**src/rtl/display_scan_mux_pkg.sv**
```systemverilog
// ============================================================================
// Module      : display_pkg
// Description : Shared constants and channel-search helpers for the
//               seven-segment display scanner.
// Contents    : DISP_* default constants, next_enabled(), lowest_enabled()
// Revision    : 1.0  initial release
// ============================================================================
`default_nettype none

package display_pkg;

  localparam int DISP_N_CH      = 8;
  localparam int DISP_DATA_W    = 4;
  localparam int DISP_DIGIT_CYC = 100000;
  localparam int DISP_BLANK_CYC = 1000;

  // Largest channel count the search helpers handle.
  localparam int DISP_MAX_CH    = 32;

  // Rotating search: first enabled channel after sel, wrapping modulo n_ch.
  // Returns sel itself when it is the only enabled channel (the search
  // reaches it again at step n_ch) or when no channel is enabled.
  function automatic int unsigned next_enabled(
    input int unsigned            sel,
    input logic [DISP_MAX_CH-1:0] mask,
    input int unsigned            n_ch
  );
    int unsigned idx;
    int unsigned res;
    logic        found;
    res   = sel;
    found = 1'b0;
    for (int i = 1; i <= DISP_MAX_CH; i++) begin
      idx = sel + int'(i);
      if (idx >= n_ch) idx = idx - n_ch;
      if (!found && (int'(i) <= int'(n_ch)) && mask[idx[4:0]]) begin
        res   = idx;
        found = 1'b1;
      end
    end
    return res;
  endfunction

  // Index of the lowest enabled channel (0 when none is enabled).
  function automatic int unsigned lowest_enabled(
    input logic [DISP_MAX_CH-1:0] mask,
    input int unsigned            n_ch
  );
    int unsigned res;
    res = 0;
    for (int i = DISP_MAX_CH - 1; i >= 0; i--) begin
      if ((i < int'(n_ch)) && mask[i]) res = i;
    end
    return res;
  endfunction

endpackage

`default_nettype wire

```
**src/rtl/display_scan_mux_if.sv**
```systemverilog
// ============================================================================
// Module      : display_scan_mux_if
// Description : Channel data / scan output bundle of the display scanner.
// Ports       : data_in, en_mask (master -> slave)
//               data_out, sel, anode, frame_tick (slave -> master)
// Revision    : 1.0  initial release
// ============================================================================
`default_nettype none

interface display_scan_mux_if
  import display_pkg::*;
#(
  parameter int N_CH   = DISP_N_CH,
  parameter int DATA_W = DISP_DATA_W
);
  localparam int SEL_W = $clog2(N_CH);

  logic [N_CH*DATA_W-1:0] data_in;
  logic [N_CH-1:0]        en_mask;
  logic [DATA_W-1:0]      data_out;
  logic [SEL_W-1:0]       sel;
  logic [N_CH-1:0]        anode;
  logic                   frame_tick;

  modport master (
    output data_in, en_mask,
    input  data_out, sel, anode, frame_tick
  );

  modport slave (
    input  data_in, en_mask,
    output data_out, sel, anode, frame_tick
  );

endinterface

`default_nettype wire

```
**src/rtl/display_scan_mux_prescaler.sv**
```systemverilog
// ============================================================================
// Module      : scan_prescaler
// Description : Slot counter for the display scanner. Counts 0..DIGIT_CYC-1.
// Ports       : clk, reset (async, active high)
//               slot_end - current cycle is the last of the slot
//               in_blank - position entered at the next edge is in the
//                          blank gap (lets the caller register the anodes)
// Revision    : 1.0  initial release
// ============================================================================
`default_nettype none

module scan_prescaler
  import display_pkg::*;
#(
  parameter int DIGIT_CYC = DISP_DIGIT_CYC,
  parameter int BLANK_CYC = DISP_BLANK_CYC
) (
  input  wire logic clk,
  input  wire logic reset,
  output logic      slot_end,
  output logic      in_blank
);

  localparam int               CNT_W = $clog2(DIGIT_CYC);
  localparam logic [CNT_W-1:0] LAST  = CNT_W'(DIGIT_CYC - 1);

  logic [CNT_W-1:0] cnt_q;
  logic [CNT_W-1:0] cnt_d;

  always_comb begin
    slot_end = (cnt_q == LAST);
    cnt_d    = slot_end ? '0 : cnt_q + 1'b1;
    in_blank = (32'(cnt_d) < 32'(BLANK_CYC));
  end

  always_ff @(posedge clk or posedge reset) begin
    if (reset) cnt_q <= '0;
    else       cnt_q <= cnt_d;
  end

endmodule

`default_nettype wire

```
**src/rtl/display_scan_mux.sv**
```systemverilog
// ============================================================================
// Module      : display_scan_mux
// Description : Time-multiplexed seven-segment scanner. Steps through the
//               enabled channels one slot at a time, drives the active-low
//               anode with a blank gap at each slot start, and flags the
//               start of each frame.
// Ports       : clk, reset (async, active high), bus (display_scan_mux_if.slave)
// Config      : SCAN_SNAPSHOT_EN - sample data_in once per frame into a
//               shadow register so a frame never mixes old and new values.
// Revision    : 1.0  initial release
// ============================================================================
`default_nettype none

module display_scan_mux
  import display_pkg::*;
#(
  parameter int N_CH      = DISP_N_CH,
  parameter int DATA_W    = DISP_DATA_W,
  parameter int DIGIT_CYC = DISP_DIGIT_CYC,
  parameter int BLANK_CYC = DISP_BLANK_CYC
) (
  input  wire logic          clk,
  input  wire logic          reset,
  display_scan_mux_if.slave  bus
);

  localparam int SEL_W = $clog2(N_CH);
  localparam int FLAT_W = N_CH * DATA_W;

  logic slot_end;
  logic in_blank;

  scan_prescaler #(
    .DIGIT_CYC (DIGIT_CYC),
    .BLANK_CYC (BLANK_CYC)
  ) u_prescaler (
    .clk      (clk),
    .reset    (reset),
    .slot_end (slot_end),
    .in_blank (in_blank)
  );

  logic [SEL_W-1:0]  sel_q,        sel_d;
  logic [N_CH-1:0]   anode_q,      anode_d;
  logic [DATA_W-1:0] data_out_q,   data_out_d;
  logic              frame_tick_q, frame_tick_d;
  logic              mask_any;

  logic [FLAT_W-1:0] src_flat;
  logic [DATA_W-1:0] src_ch [N_CH];

  for (genvar k = 0; k < N_CH; k++) begin : g_ch
    assign src_ch[k] = src_flat[k*DATA_W +: DATA_W];
  end

  // Channel selection, anode drive and frame marker for the next cycle.
  always_comb begin
    mask_any     = |bus.en_mask;
    sel_d        = sel_q;
    frame_tick_d = 1'b0;
    if (slot_end && mask_any) begin
      sel_d        = SEL_W'(next_enabled(32'(sel_q), 32'(bus.en_mask), N_CH));
      frame_tick_d = (32'(sel_d) == lowest_enabled(32'(bus.en_mask), N_CH));
    end
    // Gating uses the live mask so a cleared channel goes dark next cycle.
    anode_d = '1;
    if (!in_blank && bus.en_mask[sel_d]) anode_d[sel_d] = 1'b0;
  end

`ifdef SCAN_SNAPSHOT_EN
  logic [FLAT_W-1:0] shadow_q,    shadow_d;
  logic              load_pend_q, load_pend_d;
  logic              load;

  // On the load edge the incoming sample bypasses the shadow so the first
  // digit of the new frame already shows it.
  always_comb begin
    load        = load_pend_q | frame_tick_d;
    src_flat    = load ? bus.data_in : shadow_q;
    shadow_d    = src_flat;
    load_pend_d = 1'b0;
  end

  always_ff @(posedge clk or posedge reset) begin
    if (reset) begin
      shadow_q    <= '0;
      load_pend_q <= 1'b1;
    end else begin
      shadow_q    <= shadow_d;
      load_pend_q <= load_pend_d;
    end
  end
`else
  assign src_flat = bus.data_in;
`endif

  // With nothing enabled the display freezes on its last value.
  always_comb begin
    data_out_d = mask_any ? src_ch[sel_d] : data_out_q;
  end

  always_ff @(posedge clk or posedge reset) begin
    if (reset) begin
      sel_q        <= '0;
      anode_q      <= '1;
      data_out_q   <= '0;
      frame_tick_q <= 1'b0;
    end else begin
      sel_q        <= sel_d;
      anode_q      <= anode_d;
      data_out_q   <= data_out_d;
      frame_tick_q <= frame_tick_d;
    end
  end

  assign bus.sel        = sel_q;
  assign bus.anode      = anode_q;
  assign bus.data_out   = data_out_q;
  assign bus.frame_tick = frame_tick_q;

endmodule

`default_nettype wire

```
**src/flat_wrapper.sv**
```systemverilog
// flat-port wrapper written by rule: the top's interface ports become plain ports
module display_scan_mux_flat import display_pkg::*;
#(
  parameter int N_CH      = DISP_N_CH,
  parameter int DATA_W    = DISP_DATA_W,
  parameter int DIGIT_CYC = DISP_DIGIT_CYC,
  parameter int BLANK_CYC = DISP_BLANK_CYC
)
  (clk, reset, bus_data_in, bus_en_mask, bus_data_out, bus_sel, bus_anode, bus_frame_tick);
  display_scan_mux_if #(.N_CH(N_CH), .DATA_W(DATA_W)) bus_i ();
  input  wire logic clk;
  input  wire logic reset;
  input wire logic [$bits(bus_i.data_in)-1:0] bus_data_in;
  input wire logic [$bits(bus_i.en_mask)-1:0] bus_en_mask;
  output wire logic [$bits(bus_i.data_out)-1:0] bus_data_out;
  output wire logic [$bits(bus_i.sel)-1:0] bus_sel;
  output wire logic [$bits(bus_i.anode)-1:0] bus_anode;
  output wire logic [$bits(bus_i.frame_tick)-1:0] bus_frame_tick;
  assign bus_i.data_in = bus_data_in;
  assign bus_i.en_mask = bus_en_mask;
  assign bus_data_out = bus_i.data_out;
  assign bus_sel = bus_i.sel;
  assign bus_anode = bus_i.anode;
  assign bus_frame_tick = bus_i.frame_tick;
  display_scan_mux #(.N_CH(N_CH), .DATA_W(DATA_W), .DIGIT_CYC(DIGIT_CYC), .BLANK_CYC(BLANK_CYC)) u_core (.clk(clk), .reset(reset), .bus(bus_i));
endmodule
```
**config.mk**
```make
export PLATFORM = sky130hd
export DESIGN_NAME = display_scan_mux_flat
export DESIGN_NICKNAME = d
export VERILOG_FILES = /design/src/rtl/display_scan_mux_pkg.sv /design/src/rtl/display_scan_mux_if.sv /design/src/rtl/display_scan_mux_prescaler.sv /design/src/rtl/display_scan_mux.sv /design/src/flat_wrapper.sv
export SDC_FILE = /design/constraint.sdc
export NUM_CORES = 1
export LEC_CHECK = 0
export CAP_MARGIN = 30
export CORE_ASPECT_RATIO = 1.4
export CORE_UTILIZATION = 57
export DETAILED_ROUTE_END_ITERATION = 8
export PLACE_DENSITY = 0.92
export SYNTH_ARGS = -nofsm -noshare
export SYNTH_HDL_FRONTEND = slang
export SYNTH_SLANG_ARGS = --single-unit
```
**constraint.sdc**
```tcl
create_clock -name clk -period 5.7 [get_ports clk]
set_input_delay 1.14 -clock clk [delete_from_list [all_inputs] [get_ports clk]]
set_output_delay 1.14 -clock clk [all_outputs]
set_load 0.01 [all_outputs]
```
After elaboration in Yosys (flattened, before gate mapping)
Cells that the tools add are included.
{"block": "op_classes", "n_addsub": 17, "magnitude_cmp": 20, "n_eq_ne": 2, "n_mux": 75, "bitwise_logic": 2, "n_reduce_logical": 19}
{"op": "$ge A32 B4 Y1 const B", "n": 8}
{"op": "$mux W5", "n": 16}
{"op": "$mux W3", "n": 18}
{"op": "$lt A5 B6 Y1 const B", "n": 8}
{"op": "$bmux W1 S5", "n": 8}
{"op": "$sub A4 B4 Y5 const B", "n": 7}
{"op": "$eq A3 B32 Y1", "n": 1}
{"op": "$mux W32", "n": 1}
{"op": "$mux W1", "n": 25}
{"op": "$add A17 B1 Y17 const B", "n": 1}
{"op": "$eq A17 B17 Y1 const B", "n": 1}
{"op": "$lt A17 B10 Y1 const B", "n": 1}
{"op": "$mux W17", "n": 1}
{"op": "$add A3 B3 Y4 const B", "n": 4}
{"op": "$bmux W4 S3", "n": 1}
{"op": "$logic_and A1 B1 Y1", "n": 10}
{"op": "$add A3 B2 Y4 const B", "n": 2}
{"op": "$logic_not A1 Y1", "n": 8}
{"op": "$mux W4", "n": 2}
{"op": "$mux W8", "n": 1}
{"op": "$not A8 Y8", "n": 1}
{"op": "$reduce_or A8 Y1", "n": 1}
{"op": "$add A3 B4 Y5 const B", "n": 1}
{"op": "$sub A5 B4 Y5 const B", "n": 1}
{"op": "7 further kinds", "n": 7}
{"block": "word_totals", "register_bits": 33, "input_bits": 42, "output_inout_bits": 16, "wordCells": 140}

Depth between registers and ports, before layout
Gate-level depths: netlist of run 1.
{"block": "logic_depth", "depth_word": 43, "mapped_depth": 16, "mapped_depth_nobuf": 14}

By module
From an unflattened synthesis of run 1, not the netlist that was laid out.
{"block": "hier_totals", "cells_unflattened": 355, "hier_area_um2": 3335.7}
{"mod": "display_scan_mux", "instances": 1, "cells_per_inst": 238, "area_per_inst_um2": 2220.9}
{"mod": "scan_prescaler", "instances": 1, "cells_per_inst": 117, "area_per_inst_um2": 1114.8}

Worst setup path before layout of run 1
OpenSTA, ideal clock, no wires.
{"block": "synth_timing", "kind": "input port to flip-flop", "startpoint": "input port bus_en_mask[4]", "endpoint": "register u_core.data_out_q[0] (netlist: u_core.bus.data_out[0])", "arrival_ns": 3.638, "required_time_ns": 5.561, "path_slack_ns": 1.924, "path_stages": 12, "cell_sequence": "clkbuf_1 > mux4_2 > mux2i_4 > nand3_2 > nor4_4 > a211o_1 > o31a_1 > buf_6 > mux2_4 > nand3_1 > o311a_1 > a41oi_2"}
{"block": "synth_between", "elab_chain_len": 37, "elab_cells_between_ends": 60}
{"element": "from (decl)", "line_no": "flat_wrapper.sv:14", "source": "input wire logic [$bits(bus_i.en_mask)-1:0] bus_en_mask;"}
{"element": "$bmux W1 S5", "line_no": "display_scan_mux_pkg.sv:36", "source": "if (!found && (int'(i) <= int'(n_ch)) && mask[idx[4:0]]) begin"}
{"element": "$mux W1 (implied by the code)", "line_no": "display_scan_mux_pkg.sv:36"}
{"element": "$mux W1", "line_no": "display_scan_mux_pkg.sv:36"}
{"element": "$mux W1", "line_no": "display_scan_mux.sv:61", "source": "if (slot_end && mask_any) begin"}
{"element": "$logic_not A1 Y1", "line_no": "display_scan_mux_pkg.sv:36"}
{"element": "$logic_and A1 B1 Y1", "line_no": "display_scan_mux_pkg.sv:36"}
{"element": "$mux W1", "line_no": "display_scan_mux_pkg.sv:36"}
{"element": "$mux W1", "line_no": "display_scan_mux.sv:61"}
{"element": "[19 not listed]"}
{"element": "$mux W1", "line_no": "display_scan_mux.sv:61"}
{"element": "$logic_not A1 Y1", "line_no": "display_scan_mux_pkg.sv:36"}
{"element": "$logic_and A1 B1 Y1", "line_no": "display_scan_mux_pkg.sv:36"}
{"element": "$mux W3", "line_no": "display_scan_mux_pkg.sv:36"}
{"element": "$mux W3 (2 in series)", "line_no": "display_scan_mux.sv:61"}
{"element": "$not A3 Y4 (implied by the code)", "line_no": "display_scan_mux.sv:99", "source": "data_out_d = mask_any ? src_ch[sel_d] : data_out_q;"}
{"element": "$bmux W4 S3", "line_no": "display_scan_mux.sv:99"}
{"element": "$mux W4 (implied by the code) (2 in series)", "line_no": "display_scan_mux.sv:99"}
{"element": "to (signal assigned)", "line_no": "display_scan_mux.sv:111", "source": "data_out_q <= data_out_d;"}
{"element": "to (decl)", "line_no": "display_scan_mux.sv:45", "source": "logic [DATA_W-1:0] data_out_q, data_out_d;"}
Parallel ways exist; a longest one is shown, timed or not. The select of a mux whose other input is x is not followed.
A chain may end at the register's enable or synchronous reset.

Final worst setup path of run 1
{"block": "layout_timing", "startpoint": "register u_core.sel_q[0] (netlist: u_core.bus.sel[0])", "endpoint": "register u_core.data_out_q[3] (netlist: u_core.bus.data_out[3])"}
{"block": "layout_between", "elab_chain_len": 41, "elab_cells_between_ends": 98}
{"element": "from (decl)", "line_no": "display_scan_mux.sv:43", "source": "logic [SEL_W-1:0] sel_q, sel_d;"}
{"element": "from (signal assigned)", "line_no": "display_scan_mux.sv:109", "source": "sel_q <= sel_d;"}
{"element": "$add A3 B1 Y4", "line_no": "display_scan_mux_pkg.sv:34", "source": "idx = sel + int'(i);"}
{"element": "$ge A32 B4 Y1 / $sub A4 B4 Y5 (equally long branches)", "line_no": "display_scan_mux_pkg.sv:35", "source": "if (idx >= n_ch) idx = idx - n_ch;"}
{"element": "$mux W5", "line_no": "display_scan_mux_pkg.sv:35"}
{"element": "$mux W5", "line_no": "display_scan_mux.sv:61"}
{"element": "$bmux W1 S5", "line_no": "display_scan_mux_pkg.sv:36"}
{"element": "$mux W1 (implied by the code)", "line_no": "display_scan_mux_pkg.sv:36"}
{"element": "$mux W1", "line_no": "display_scan_mux_pkg.sv:36"}
{"element": "$mux W1", "line_no": "display_scan_mux.sv:61"}
{"element": "[24 not listed]"}
{"element": "$logic_not A1 Y1", "line_no": "display_scan_mux_pkg.sv:36"}
{"element": "$logic_and A1 B1 Y1", "line_no": "display_scan_mux_pkg.sv:36"}
{"element": "$mux W3", "line_no": "display_scan_mux_pkg.sv:36"}
{"element": "$mux W3", "line_no": "display_scan_mux.sv:61"}
{"element": "$mux W3 *", "line_no": "display_scan_mux.sv:61"}
{"element": "$not A3 Y4 (implied by the code) *", "line_no": "display_scan_mux.sv:99"}
{"element": "$bmux W4 S3 *", "line_no": "display_scan_mux.sv:99"}
{"element": "$mux W4 (implied by the code) * (2 in series)", "line_no": "display_scan_mux.sv:99"}
Every way passes the cells marked *; elsewhere a longest branch is shown, timed or not. The select of a mux whose other input is x is not followed.

==> results of run 1 <==
## sequential cells by signal, indices dropped and copies added (netlist names)
name / cells
u_core.bus.data_out: 4
u_core.bus.sel: 3
u_core.u_prescaler.cnt_q: 17
u_core.bus.anode: 8
u_core.bus.frame_tick: 1
## synthesized netlist by cell type (2+ instances only)
| cell type | count |
|---|---|
| buf_2 | 5 |
| nand2_1 | 21 |
| clkbuf_1 | 11 |
| dfstp_2 | 8 |
| nor4_1 | 6 |
| nor2b_1 | 4 |
| mux2_2 | 4 |
| a211oi_1 | 3 |
| xnor2_1 | 17 |
| nand3_1 | 25 |
| a21oi_1 | 9 |
| nor2_1 | 37 |
| mux4_2 | 10 |
| xor2_1 | 4 |
| nand2b_1 | 4 |
| and2_1 | 2 |
| a211o_1 | 2 |
| inv_1 | 15 |
| ha_1 | 8 |
| dfrtp_1 | 25 |
| o211ai_1 | 3 |
| and3_1 | 3 |
| nand4_1 | 4 |
| o21ai_0 | 8 |
| buf_6 | 4 |
| a31o_1 | 3 |
| or3_1 | 2 |
| mux2i_1 | 33 |
| o311a_1 | 2 |
| nor3_1 | 8 |
## path summary, 6_finish.rpt
kind	startpoint	end	slack [ns]	cells past startpoint
worst max-delay path	u_core.bus.sel[0]$_DFF_PP0_	u_core.bus.data_out[3]$_DFFE_PP0N_	1.14	14
worst min-delay path	u_core.u_prescaler.cnt_q[0]$_DFF_PP0_	u_core.u_prescaler.cnt_q[0]$_DFF_PP0_	0.45	1
worst max register to register	u_core.bus.sel[0]$_DFF_PP0_	u_core.bus.data_out[3]$_DFFE_PP0N_	1.14	14
worst min register to register	u_core.u_prescaler.cnt_q[0]$_DFF_PP0_	u_core.u_prescaler.cnt_q[0]$_DFF_PP0_	0.45	1
max in group asynchronous	reset	u_core.bus.anode[3]$_DFF_PP1_	4.13	3
min in group asynchronous	reset	u_core.u_prescaler.cnt_q[12]$_DFF_PP0_	1.24	3
## final cells by class
cell class | instances | share of cell area
multi-input cells | 253 | 0.546
flip-flops and latches | 33 | 0.226
repair buffers | 62 | 0.165
clock buffers | 8 | 0.0244
well taps | 66 | 0.0224
inverters | 16 | 0.0163
## layer usage
layer | wire (µm) | share of wire
met4 | 277 | 0.035
met2 | 4420 | 0.55
met5 | 0 | 0
met1 | 2920 | 0.37
met3 | 366 | 0.046
## power groups by stage
stage	Sequential, mW	Combinational, mW	Clock (mW)
after global routing	0.237	0.101	0.191
after CTS	0.237	0.0929	0.181
after floorplan	0.242	0.0491	0
after global placement	0.241	0.0896	0
after detailed placement	0.241	0.0921	0
final	0.237	0.0937	0.179
## cell families after synthesis
family | synth area share
adders and majority gates | 0.0328
xor gates and xnor gates | 0.0800
AOI/OAI and AO/OA | 0.127
muxes | 0.217
DFF | 0.274
and+or+nand+nor | 0.203
buffers and inverters | 0.0664
==> impl_metrics.csv, run 1 <==
group,metric,value,unit
outcome,status,"complete, no violations",
setup_path,crit_chain,"buf_4 -> inv_1 -> ha_1 -> mux4_2 -> mux2i_1 -> nor2_1 -> nor4_2 -> a211o_1 -> o31a_1 -> buf_4 -> mux2i_1 -> mux2i_1 -> mux2i_1 -> a21oi_1",
setup_path,critPathCaptureType,"flip-flop",
worst_hold_path,holdCritPathClass,"reg2reg",
finish,fin_nets,421,
die,fp-row-count,31,
setup_path,critical_path_required,5.84,ns
synthesis,synth_nets,375,
timing,max_freq,219,MHz
clock_tree,clkTransAtPathRegs,0.06,ns
clock_tree,htree_levels,2,
clock_tree,cts.sinks,33,
setup_path,critPathBufInv,3,
timing,timing.hold.ws,0.452,ns
clock_tree,numCtsBuffers,5,
finish,final_cell_mix,"57 x clkdlybuf4s50_1, 37 x nor2_1, 33 x mux2i_1",
clock_tree,root_buffer,"clkbuf_8",
global_routing,grt_pass1_wl,13.1,mm
die,io_pins,58,
synthesis,synth_top_area_cell,"dfrtp_1",
die,core_area,5160,µm²
timing,rsz0062_at_grt,"false",
clock_tree,clock_path_buffers,2,
synthesis,synth_seq_cells,33,
route,drc,0,
die,initial_core_util,0.591,
setup_path,cpPeakStageDelay,0.65,ns
timing,hold_violations,0,
timing,slew_violations,0,
finish,multi_input_area,2020,µm²
synthesis,syn_inst,325,
setup_path,cp_slowest_cell,"ha_1",
timing,fin_ws,1.14,ns
synthesis,synth_ff_type,"dfrtp_1",
place,gp_congestion,0.969,
pwr,p_comb_frac,0.184,
global_routing,met2_usage,0.572,
die,chipWidth,63.8,µm
timing,max_slew_margin,0.558,
finish,utilization,0.716,
global_routing,grt_pass1_vias,2717,
clock_tree,insertion_delay,0.28,ns
pwr,peakVddDrop,0.0965,mV
finish,seq_area,836,µm²
pwr,clkPwrFrac,0.352,
finish,nFillCells,367,
timing,fin_skew,0.00723,ns
finish,stdcell_count,438,
route,drtIter0Drc,206,
route,drt-pass1-iter-count,6,
finish,final_common_cell,"clkdlybuf4s50_1",
pwr,sequentialPowerShare,0.465,
synthesis,seq_area_frac_synth,0.274,
place,pre_cts_ws,0.939,ns
place,io_buffer_count,57,
route,final_antenna_net_count,0,
global_routing,grtUsageMet1,0.334,
global_routing,met3_usage,0.0412,
setup_path,arrival,4.70,ns
global_routing,grt_util_all_layers,0.307,
global_routing,grt_max_degree,34,
place,dp.cells,430,
synthesis,synth_edf_count,0,
route,vias,2751,
synthesis,ys_top_cells_by_area,"dfrtp_1 21%, mux2i_1 11%, mux4_2 7.4%, dfstp_2 6.9%, xnor2_1 4.9%",
setup_path,cp_top_family,"multiplexers",
synthesis,synth.avg_cell_area,9.39,µm²
clock_tree,postCtsSetupRepairBufs,0,
pwr,p_leak,1.60,nW
timing,min_period,4.56,ns
clock_tree,post_cts_resized,0,
setup_path,critical_path_class,"reg2reg",
synthesis,yosysWarnings,0,
route,avgRoutedWirePerCell,18.2,µm
finish,syn_to_final_growth,21.1,%
setup_path,path_max_fanout,22,
route,routed_wl,7.98,mm
route,via_per_inst,6.28,
global_routing,gr-total-overflow,0,
global_routing,busiest_layer,"met2",
clock_tree,cts_hold_buf,0,
finish,design_area,3690,µm²
pwr,intPower,385,µW
pwr,swShare,0.245,
finish,drive_gt1_frac,0.137,
setup_path,cp_common_cell,"mux2i_1",
synthesis,synth_top_area_share,0.205,
timing,setup_violations,0,
place,place_hpwl,6.17,mm
synthesis,synthArstFlopShare,1.00,
place,placed_cell_area,3600,µm²
pwr,totalPowerFinal,510,µW
setup_path,cp-start-kind,"flip-flop",
timing,worst_pin_slew,0.657,ns
timing,tns,0,ns
global_routing,antenna_found_initial,0,
synthesis,yosysUniqueCellTypes,65,
synthesis,syn_area,3050,µm²
clock_tree,cts_tree,"yes",
finish,diodes,0,
die,die_h,88.6,µm
pwr,powerDensity,138,nW/µm²
die,dieArea,5650,µm²
pwr,p_switching,125,µW
timing,timing.final.crit_share,0.800,
job,drv_cap,0,
(Power assumes the default switching activity.)
==> run 2: changes to the inputs <==
--- a/config.mk
+++ b/config.mk
@@ -7,9 +7,9 @@
 export LEC_CHECK = 0
 export CAP_MARGIN = 30
 export CORE_ASPECT_RATIO = 1.4
-export CORE_UTILIZATION = 57
+export CORE_UTILIZATION = 48
 export DETAILED_ROUTE_END_ITERATION = 8
-export PLACE_DENSITY = 0.92
+export PLACE_DENSITY = 0.84
 export SYNTH_ARGS = -nofsm -noshare
 export SYNTH_HDL_FRONTEND = slang
 export SYNTH_SLANG_ARGS = --single-unit
==> constraint.sdc (replaced) <==
create_clock -name clk -period 3.9 [get_ports clk]
set_input_delay 0.78 -clock clk [delete_from_list [all_inputs] [get_ports clk]]
set_output_delay 0.78 -clock clk [all_outputs]
set_load 0.01 [all_outputs]
==> run 2 against run 1 <==
Compared with the run above: setup slack got worse by 0.95 ns; first-iteration DRC count is 34% lower; worst hold slack improved by 0.015 ns; critical path type is now in2reg; critical endpoint is now u_core.bus.data_out[0]$_DFFE_PP0N_; highest routed layer unchanged.
==> impl_metrics.csv, run 2 (synthesis gave the netlist of run 1 again) <==
group,metric,value,unit
place,placed_cell_area,3820,µm²
setup_path,path_max_fanout,16,
finish,drive_gt1_frac,0.204,
setup_path,critical_path_class,"in2reg",
place,pre_cts_ws,-0.117,ns
die,dieArea,6680,µm²
clock_tree,numCtsBuffers,5,
timing,timing.final.crit_share,0.953,
global_routing,grt_pass1_vias,2868,
worst_hold_path,holdCritPathClass,"reg2reg",
finish,fin_nets,447,
route,vias,2794,
die,die_h,96.3,µm
setup_path,arrival,3.88,ns
timing,tns,0,ns
setup_path,cp-start-kind,"input pin",
setup_path,cp_slowest_cell,"mux4_2",
global_routing,antenna_found_initial,0,
setup_path,critical_path_required,4.06,ns
finish,syn_to_final_growth,29.9,%
global_routing,grt_util_all_layers,0.261,
worst_hold_path,hold_depth,1,
timing,fin_ws,0.184,ns
worst_hold_path,worstHoldStart,"u_core.u_prescaler.cnt_q[0]$_DFF_PP0_",
setup_path,cp_top_family,"buffers and inverters",
route,avgRoutedWirePerCell,17.4,µm
setup_path,r2r_setup_slack,0.19,ns
route,final_antenna_net_count,0,
clock_tree,clkTransAtPathRegs,0.07,ns
die,initial_core_util,0.495,
setup_path,startpoint,"bus_en_mask[7]",
setup_path,rr_startpoint,"u_core.bus.sel[0]$_DFF_PP0_",
timing,rsz0062_at_grt,"false",
setup_path,critPathCaptureType,"flip-flop",
clock_tree,htree_levels,2,
place,gp_congestion,1.00,
clock_tree,root_buffer,"clkbuf_8",
pwr,p_leak,1.74,nW
clock_tree,clock_path_buffers,2,
global_routing,grt_pass1_wl,13.6,mm
route,via_per_inst,5.94,
global_routing,grt_max_degree,20,
clock_tree,cts.sinks,33,
route,drc,0,
timing,timing.hold.ws,0.467,ns
timing,hold_violations,0,
place,place_hpwl,6.49,mm
setup_path,critPathBufInv,4,
die,io_pins,58,
place,io_buffer_count,57,
route,drtIter0Drc,136,
timing,setup_violations,0,
pwr,peakVddDrop,0.176,mV
timing,worst_pin_slew,0.639,ns
clock_tree,cts_tree,"yes",
pwr,totalPowerFinal,826,µW
die,chipWidth,69.4,µm
worst_hold_path,hold-path-endpoint,"u_core.u_prescaler.cnt_q[0]$_DFF_PP0_",
global_routing,gr-total-overflow,0,
timing,min_period,3.72,ns
pwr,powerDensity,208,nW/µm²
setup_path,cpPeakStageDelay,0.57,ns
finish,nFillCells,495,
route,routed_wl,8.20,mm
job,drv_cap,0,
outcome,status,"complete, no violations",
timing,max_freq,269,MHz
finish,design_area,3960,µm²
timing,fin_skew,0.00813,ns
setup_path,rr_worst_depth,13,
finish,final_common_cell,"clkdlybuf4s50_1",
setup_path,crit_chain,"clkdlybuf4s50_1 -> mux4_2 -> buf_4 -> mux2i_2 -> buf_4 -> nor4_4 -> a211o_1 -> o31a_1 -> buf_12 -> and2b_1 -> o2bb2ai_1 -> nand2b_1 -> a41oi_2",
die,core_area,6170,µm²
setup_path,r2r_end,"u_core.bus.data_out[3]$_DFFE_PP0N_",
finish,final_cell_mix,"57 x clkdlybuf4s50_1, 37 x nor2_1, 33 x mux2i_1",
setup_path,cp_common_cell,"buf_4",
finish,largest_reg_flops,17,
finish,top_register,"u_core.u_prescaler.cnt_q",
clock_tree,insertion_delay,0.29,ns
timing,max_slew_margin,0.574,
timing,slew_violations,0,
route,drt-pass1-iter-count,4,
finish,diodes,0,
die,fp-row-count,34,
run 2: worst max path at each step:
stage / slack (ns) / depth (start not counted) / end
6_report: 0.18 / 13 / u_core.bus.data_out[0]$_DFFE_PP0N_
2_1_floorplan: 0.24 / 14 / u_core.bus.data_out[0]$_DFFE_PP0N_
4_1_cts: 0.15 / 14 / u_core.bus.data_out[3]$_DFFE_PP0N_
5_1_grt: 0.003 / 14 / u_core.bus.data_out[3]$_DFFE_PP0N_
3_5_place_dp: -0.12 / 12 / u_core.bus.data_out[3]$_DFFE_PP0N_
3_3_place_gp: -0.02 / 11 / u_core.bus.anode[5]$_DFF_PP1_
run 2: final cells by class:
class / instances / area (µm²) / share of cell area
clock inverter: 3 / 46.3 / 0.0117
inverter: 16 / 60.1 / 0.0152
tap: 72 / 90.1 / 0.0227
timing repair buffer: 88 / 828 / 0.209
multi-input combinational: 253 / 2030 / 0.513
sequential: 33 / 837 / 0.211
clock buffer: 5 / 68.8 / 0.0174
run 2: stage by stage:
| step | util | cells |
|---|---|---|
| finish | 0.643 | 470 |
| floorplan | - | 325 |
| detailed placement | 0.620 | 461 |
| CTS | 0.639 | 469 |
| global placement | 0.620 | 461 |
| global route | 0.643 | 470 |
run 2: power breakdown:
part / switching (mW) / internal, mW / total (mW)
Combinational: 0.0653 / 0.0841 / 0.149
Sequential: 0.00131 / 0.345 / 0.346
Clock: 0.139 / 0.191 / 0.330
run 2: worst reg2reg max path: stages (launching register included):
cell,delay (ns)
dfrtp_1,0.50
inv_1,0.10
ha_1,0.34
buf_4,0.22
mux4_2,0.55
o211ai_1,0.37
and4_1,0.27
and2_1,0.18
o31a_1,0.29
buf_12,0.20
mux2i_1,0.24
mux2i_1,0.11
mux2i_1,0.14
a21oi_1,0.08
run 2: timing repair:
action                     CTS  global route
hold buffers                 0             0
setup endpoints to repair    0             8
resized for setup            0             4
setup buffers                0             1
run 2: per-layer routing:
| layer | global-route usage | wire length (µm) | vias to the layer above |
|---|---|---|---|
| li1 | - | - | 1320 |
| met1 | 0.273 | 3020 | 1364 |
| met2 | 0.513 | 4550 | 87 |
| met3 | 0.0293 | 337 | 23 |
| met4 | 0.134 | 286 | 0 |
| met5 | 0 | 0 | - |
